[config.mk]
export PLATFORM = sky130hd
export DESIGN_NAME = vx_fpu_fma_sched
export DESIGN_NICKNAME = d
export VERILOG_FILES = /design/src/rtl/vx_fpu_fma_sched_pkg.sv /design/src/rtl/vx_fpu_fma_sched_opsel.sv /design/src/rtl/vx_fpu_fma_sched.sv
export SDC_FILE = /design/constraint.sdc
export NUM_CORES = 1
export LEC_CHECK = 0
export BUFFER_PORTS_ARGS = -buffer_cell sky130_fd_sc_hd__buf_2
export CAP_MARGIN = 10
export CORE_AREA = 10 10 305 307
export DETAILED_ROUTE_END_ITERATION = 10
export DIE_AREA = 0 0 315 317
export SETUP_SLACK_MARGIN = 0.02
export SYNTH_ARGS = -nofsm -noshare
export SYNTH_HDL_FRONTEND = slang
export SYNTH_HIERARCHICAL = 1
export SYNTH_SLANG_ARGS = --single-unit
[constraint.sdc]
create_clock -name clk -period 2 [get_ports clk]
set_clock_uncertainty 0.05 [all_clocks]
set_input_delay 0.3 -clock clk [delete_from_list [all_inputs] [get_ports clk]]
set_output_delay 0.3 -clock clk [all_outputs]
set_load 0.1 [all_outputs]
[src/rtl/vx_fpu_fma_sched_pkg.sv]
// Shared FPU types and helpers for the FMA lane scheduler.
// Latency: n/a (types, constants and elaboration-time helpers only).
// Backpressure: n/a.
package VX_fpu_pkg;

  typedef struct packed {
    logic nv;
    logic dz;
    logic of;
    logic uf;
    logic nx;
  } fflags_t;

  typedef enum logic [1:0] {
    ST_IDLE,
    ST_ISSUE,
    ST_DRAIN,
    ST_OUTPUT
  } fma_state_e;

  // FP32 constant 1.0, used as the multiplier for ADD/SUB
  localparam logic [31:0] ONE_F32 = 32'h3f800000;

  // Index width for n items; never zero so single-item cases still elaborate
  function automatic int batch_idx_w(input int n);
    return (n > 1) ? $clog2(n) : 1;
  endfunction

endpackage

[src/rtl/vx_fpu_fma_sched_opsel.sv]
// Per-lane FMA operand/sign select: maps MADD/MSUB/NMADD/NMSUB/MUL/ADD/SUB onto a*b+c.
// Latency: combinational.
// Backpressure: none (pure function of its inputs).
module vx_fpu_fma_opsel
  import VX_fpu_pkg::*;
(
  input  logic        is_madd,
  input  logic        is_sub,
  input  logic        is_neg,
  input  logic [31:0] dataa,
  input  logic [31:0] datab,
  input  logic [31:0] datac,
  output logic [31:0] opa,
  output logic [31:0] opb,
  output logic [31:0] opc
);

  // MUL is the default; fused ops flip signs of a and c, ADD/SUB multiply a by 1.0
  always_comb begin
    opa = dataa;
    opb = datab;
    opc = 32'h0;
    if (is_madd) begin
      opa = {is_neg ^ dataa[31], dataa[30:0]};
      opc = {is_neg ^ is_sub ^ datac[31], datac[30:0]};
    end else if (!is_neg) begin
      opb = ONE_F32;
      opc = {is_sub ^ datab[31], datab[30:0]};
    end
  end

endmodule

[src/rtl/vx_fpu_fma_sched.sv]
// Lane-serializing FMA front-end: issues non-empty lane batches to an external PE array, reassembles results.
// Latency: k issued batches give valid_out k+LATENCY+1 cycles after acceptance.
// Backpressure: one instruction at a time; output beat held until ready_out, PE array is never stalled mid-flight.
module vx_fpu_fma_sched
  import VX_fpu_pkg::*;
#(
  parameter int NUM_LANES = 4,
  parameter int NUM_PES   = 2,
  parameter int LATENCY   = 4,
  parameter int TAG_WIDTH = 1
) (
  input  logic                          clk,
  input  logic                          reset,
  input  logic                          valid_in,
  output logic                          ready_in,
  input  logic [NUM_LANES-1:0]          mask_in,
  input  logic [TAG_WIDTH-1:0]          tag_in,
  input  logic [2:0]                    frm,
  input  logic                          is_madd,
  input  logic                          is_sub,
  input  logic                          is_neg,
  input  logic [NUM_LANES-1:0][31:0]    dataa,
  input  logic [NUM_LANES-1:0][31:0]    datab,
  input  logic [NUM_LANES-1:0][31:0]    datac,
  output logic [NUM_LANES-1:0][31:0]    result,
  output logic [4:0]                    fflags,
  output logic [TAG_WIDTH-1:0]          tag_out,
  output logic                          valid_out,
  input  logic                          ready_out,
  output logic                          pe_enable,
  output logic [NUM_PES-1:0][31:0]      pe_a,
  output logic [NUM_PES-1:0][31:0]      pe_b,
  output logic [NUM_PES-1:0][31:0]      pe_c,
  output logic [2:0]                    pe_frm,
  input  logic [NUM_PES-1:0][31:0]      pe_result,
  input  logic [NUM_PES-1:0][4:0]       pe_fflags
);

  localparam int NB = NUM_LANES / NUM_PES;
  localparam int BW = batch_idx_w(NB);
  localparam int LW = batch_idx_w(NUM_LANES);

  fma_state_e state, state_nxt;

  logic [NUM_LANES-1:0][31:0] sel_a, sel_b, sel_c;
  logic [NUM_LANES-1:0][31:0] opa_q, opb_q, opc_q;
  logic [NUM_LANES-1:0][31:0] result_q;
  logic [NUM_LANES-1:0]       mask_q;
  logic [TAG_WIDTH-1:0]       tag_q;
  logic [2:0]                 frm_q;
  fflags_t                    fflags_q;

  logic [NB-1:0] act_in, pend_q, cur_oh;
  logic [BW-1:0] cur_idx;
  logic          issuing, last_issue, accept;

  logic [LATENCY-1:0]         trk_vld, trk_last;
  logic [LATENCY-1:0][BW-1:0] trk_idx;
  logic                       cap;
  logic [BW-1:0]              cap_idx;
  logic [4:0]                 cap_flags;

  function automatic logic [LW-1:0] lane_of(input logic [BW-1:0] b, input int p);
    return LW'(int'(b) * NUM_PES + p);
  endfunction

  for (genvar l = 0; l < NUM_LANES; l++) begin : g_opsel
    vx_fpu_fma_opsel u_opsel (
      .is_madd (is_madd),
      .is_sub  (is_sub),
      .is_neg  (is_neg),
      .dataa   (dataa[l]),
      .datab   (datab[l]),
      .datac   (datac[l]),
      .opa     (sel_a[l]),
      .opb     (sel_b[l]),
      .opc     (sel_c[l])
    );
  end

  assign accept     = (state == ST_IDLE) && valid_in;
  assign issuing    = (state == ST_ISSUE);
  assign cur_oh     = pend_q & (~pend_q + NB'(1));
  assign last_issue = issuing && ((pend_q & ~cur_oh) == '0);
  assign cap        = pe_enable && trk_vld[LATENCY-1];
  assign cap_idx    = trk_idx[LATENCY-1];

  // Batches to issue: any non-empty slice; an empty mask still issues the top batch
  always_comb begin
    act_in = '0;
    for (int j = 0; j < NB; j++) act_in[j] = |mask_in[j*NUM_PES +: NUM_PES];
    if (mask_in == '0) act_in[NB-1] = 1'b1;
  end

  // Lowest pending batch is the one on the PE ports this cycle
  always_comb begin
    cur_idx = '0;
    for (int j = NB - 1; j >= 0; j--) if (pend_q[j]) cur_idx = BW'(j);
  end

  // State register
  always_ff @(posedge clk) begin
    if (reset) state <= ST_IDLE;
    else       state <= state_nxt;
  end

  // Next-state logic
  always_comb begin
    state_nxt = state;
    case (state)
      ST_IDLE:   if (valid_in) state_nxt = ST_ISSUE;
      ST_ISSUE:  if (last_issue) state_nxt = ST_DRAIN;
      ST_DRAIN:  if (cap && trk_last[LATENCY-1]) state_nxt = ST_OUTPUT;
      ST_OUTPUT: if (ready_out) state_nxt = ST_IDLE;
      default:   state_nxt = ST_IDLE;
    endcase
  end

  // State-decoded handshakes; PE pipeline only moves while work is in flight
  always_comb begin
    ready_in  = (state == ST_IDLE);
    valid_out = (state == ST_OUTPUT);
    pe_enable = (state == ST_ISSUE) || (state == ST_DRAIN);
  end

  // PE operand drive for the current batch, zero otherwise
  always_comb begin
    pe_a = '0;
    pe_b = '0;
    pe_c = '0;
    if (issuing) begin
      for (int p = 0; p < NUM_PES; p++) begin
        pe_a[p] = opa_q[lane_of(cur_idx, p)];
        pe_b[p] = opb_q[lane_of(cur_idx, p)];
        pe_c[p] = opc_q[lane_of(cur_idx, p)];
      end
    end
  end

  // Flags of the returning batch, restricted to active lanes
  always_comb begin
    cap_flags = '0;
    for (int p = 0; p < NUM_PES; p++)
      if (mask_q[lane_of(cap_idx, p)]) cap_flags = cap_flags | pe_fflags[p];
  end

  // In-flight tracker mirrors the PE pipeline so results are matched to their batch
  always_ff @(posedge clk) begin
    if (reset) begin
      trk_vld  <= '0;
      trk_last <= '0;
      trk_idx  <= '0;
    end else if (pe_enable) begin
      for (int i = LATENCY - 1; i > 0; i--) begin
        trk_vld[i]  <= trk_vld[i-1];
        trk_last[i] <= trk_last[i-1];
        trk_idx[i]  <= trk_idx[i-1];
      end
      trk_vld[0]  <= issuing;
      trk_last[0] <= last_issue;
      trk_idx[0]  <= cur_idx;
    end
  end

  // Latch the instruction on acceptance, retire issued batches, collect returning results
  always_ff @(posedge clk) begin
    if (reset) begin
      opa_q    <= '0;
      opb_q    <= '0;
      opc_q    <= '0;
      mask_q   <= '0;
      tag_q    <= '0;
      frm_q    <= '0;
      pend_q   <= '0;
      result_q <= '0;
      fflags_q <= '0;
    end else begin
      if (accept) begin
        opa_q    <= sel_a;
        opb_q    <= sel_b;
        opc_q    <= sel_c;
        mask_q   <= mask_in;
        tag_q    <= tag_in;
        frm_q    <= frm;
        pend_q   <= act_in;
        result_q <= '0;
        fflags_q <= '0;
      end
      if (issuing) pend_q <= pend_q & ~cur_oh;
      if (cap) begin
        for (int p = 0; p < NUM_PES; p++)
          if (mask_q[lane_of(cap_idx, p)]) result_q[lane_of(cap_idx, p)] <= pe_result[p];
        fflags_q <= fflags_t'(fflags_q | cap_flags);
      end
    end
  end

  assign result  = result_q;
  assign fflags  = fflags_q;
  assign tag_out = tag_q;
  assign pe_frm  = frm_q;

endmodule
==> flow_metrics.py <==
metrics = {
    "sta": {
        "setup_ws_ps": -510,
        "fmax_ghz": 0.398,
        "period_share_pct": 126,
        "setup_viol": 193,
        "finalCriticalPeriod_ps": 2510,
        "grt_setup_unrepaired": "true",
        "slew_headroom_pct": 62.4,
        "tightestPinTransition_ps": 567,
        "hold_viol": 0,
        "slew_viol_final": 0,
    },
    "clock_network": {
        "clock_latency_ps": 620,
        "cts-root-buf": "clkbuf_16",
        "cts.sinks": 541,
        "clk_pin_slew_ps": 60,
        "cts.htree.levels": 2,
        "clk_path_buf_depth": 3,
        "cts_buffers": 61,
        "cts_tree": "built",
    },
    "setup_path": {
        "path_max_fanout": 10,
        "critPathBufInv": 4,
        "cp.arrival_ps": 2160,
        "path_delay_family": "buffers and inverters",
        "path_cells": "nor2b_4, buf_12, clkbuf_16, clkbuf_16, nand2_2, a21oi_4, buf_12",
        "crit_path_start_kind": "flop",
        "max_stage_delay_ps": 360,
        "cp.required_ps": 1650,
        "cp_slowest_cell": "dfxtp_4",
        "crit_type": "reg2out",
        "cp-end-kind": "output port",
    },
    "place": {
        "hpwlAfterDp_um": 83200,
        "placedCellCount": 5171,
        "gp_congestion": 0.903,
        "post-place-ws_ps": -71.1,
        "place_area_mm2": 0.0354,
        "io_buffers": 804,
    },
    "route": {
        "vias": 28800,
        "ant_nets": 0,
        "vias_per_cell": 5.01,
        "post-route-drc-count": 0,
        "wl_per_cell_um": 21.1,
        "initialDrtViolationCount": 2809,
        "wl_um": 122000,
        "firstDrtPassIters": 7,
    },
    "hold_path": {
        "hold_path_class": "in2reg",
    },
    "yosys": {
        "ys.flop_type": "dfxtp_1",
        "synth-edff-count": 0,
        "syn_nets": 3960,
        "yosys_warnings": 6,
        "yosysSeqAreaShare_pct": 42.9,
        "synth_top_cell_by_area": "dfxtp_1",
        "synth_cell_types": 40,
        "synth_top_area_share_pct": 42.9,
        "yosys-top-cells-area": "dfxtp_1 (43%), nand2_1 (20%), a21oi_1 (14%), buf_4 (4.9%), a22o_1 (3.9%)",
        "synthTopCellsByCount": "nand2_1 (1317), a21oi_1 (714), dfxtp_1 (541)",
        "synthArstFlopShare_pct": 0,
        "ys_ff_latch": 541,
        "avgSynthCellArea_um2": 7.26,
        "synth_cells": 3482,
        "syn-cell-area_mm2": 0.0253,
        "post-synth-top-count-cell": "nand2_1",
    },
    "finish": {
        "final_area_mm2": 0.0428,
        "nNetsFinal": 5014,
        "fin_cells": 5751,
        "final_util_pct": 49.4,
        "area_growth_syn_to_layout_pct": 69.2,
        "drive_gt1_share_pct": 30.7,
    },
    "floorplan": {
        "dieHeight_um": 317,
        "core_mm2": 0.0866,
        "io-pin-count": 805,
        "die_area_mm2": 0.0999,
        "dieWidth_um": 315,
        "rows": 108,
        "initial_core_util_pct": 29.2,
    },
    "flow_run": {
        "drv_cap": 0,
    },
    "power_and_ir_drop": {
        "powerDensity_mw_per_mm2": 999,
        "p_leak_nw": 16.4,
        "ir_drop_uv": 768,
    },
    "global_routing": {
        "track_usage_pct": 22.4,
        "grt_pass1_vias": 28300,
        "gr-total-overflow": 0,
        "grt_pass1_wl_um": 177000,
        "grt_max_degree": 99,
        "grt_antenna_before_repair": 18,
    },
    "run_status": {
        "outcome": "finished, violations left",
        "violations": "setup timing",
    },
}
-- tightest hold or removal path: cells and delay by family --
kind                   cells  cell delay, ps
buffers and inverters      1              80
AND/OR/NAND/NOR            1              50
AO/OA/AOI/OAI              2             240
-- repair_timing --
| item | CTS | global route |
|---|---|---|
| gates cloned | 6 | 11 |
| hold buffers | 410 | 0 |
| endpoints found under the setup margin | 195 | 199 |
| gates resized for setup | 81 | 107 |
| pin swaps | 14 | 52 |
| endpoints found under the hold margin | 471 | 0 |
| buffers inserted | 16 | 16 |
-- where the power goes --
part / total, W / switching [W] / internal, W
Clock: 0.0113 / 0.00486 / 0.00641
Combinational: 0.0186 / 0.0115 / 0.00708
Sequential: 0.0128 / 0.000851 / 0.0120
Total: 0.0427 / 0.0172 / 0.0255
-- flip-flops by register name (all words and copies together), names as in the netlist --
name      cells
opb_q       128
result      128
tag_out       1
pend_q        2
state         2
trk_last      4
opa_q       128
trk_vld       4
trk_idx       3
mask_q        4
cap_idx       1
pe_frm        3
fflags        5
opc_q       128
-- cell type report --
type                            count  area, um^2
Antenna cell                       12        30.0
Sequential cell                   541       10800
Inverter                            4        31.3
Clock buffer                       90        1820
Clock inverter                     21         174
Tap cell                         1155        1450
Multi-Input combinational cell   2516       14500
Fill cell                        7970       43900
Timing Repair Buffer             1412       13900
-- cell usage in the layout, fill, tap and decap left out, drive strengths merged --
| cell | n |
|---|---|
| xnor2 | 4 |
| dfxtp | 541 |
| o41ai | 1 |
| a22o | 112 |
| clkbuf | 97 |
| diode | 12 |
| mux2 | 2 |
| o21ai | 12 |
| mux2i | 16 |
| a21oi | 715 |
| nand2b | 15 |
| and3 | 1 |
| clkinv | 14 |
| or2 | 29 |
| buf | 995 |
| dlygate4sd3 | 410 |
| inv | 7 |
| xor2 | 8 |
| nor2b | 103 |
| o2bb2ai | 5 |
| bufinv | 1 |
| nand3 | 131 |
| o22ai | 4 |
| nand4b | 2 |
| nand2 | 1317 |
| o21ba | 1 |
| and4b | 2 |
| o311ai | 1 |
| a22oi | 5 |
| nor2 | 17 |
| ha | 5 |
| and4 | 2 |
| nand4 | 2 |
| o211ai | 1 |
| clkinvlp | 3 |
| a2111oi | 2 |
| and2 | 1 |
-- path summary, 6_finish.rpt --
check | from | slack [ps] | end | cells past startpoint
setup / recovery | pend_q[1] | -510 | pe_b[23] | 7
hold / removal | datac[57] | 40 | opc_q[57] | 4
setup reg to reg | state[1] | 60 | result[121] | 9
hold reg to reg | pe_frm[2] | 400 | pe_frm[2] | 2
-- metal layers --
metal / vias up / wire length (um) / part of all wire, % / GRT usage [%]
met5: - / 96 / 0.079 / 0
met4: 14 / 5670 / 4.7 / 9.19
met3: 306 / 9020 / 7.4 / 5.14
met2: 1244 / 57600 / 47 / 37.3
met1: 13800 / 49200 / 40 / 27.6
li1: 13500 / - / - / -
-- cells by family (layout without fill, tap and decap cells) --
group	after synthesis	in the layout	share of synthesized area, %
AOI/OAI and AO/OA	859	859	19.0
xor gates and xnor gates	12	12	0.416
adders and majority gates	5	5	0.248
buffers and inverters	425	1527	10.0
DFF	541	541	42.9
muxes	18	18	0.723
other	0	12	0
and+or+nand+nor	1622	1622	26.7
-- per-stage QoR --
stage               setup TNS [ps]  hold WS (ps)  total power (W)
floorplan                   -11770           385           0.0233
global placement              -222           390           0.0290
detailed placement            -883           394           0.0291
CTS                        -100850         0.126           0.0419
global route               -100430          38.2           0.0444
finish                      -84910          44.6           0.0427
Power figures use the tool's default switching activity.
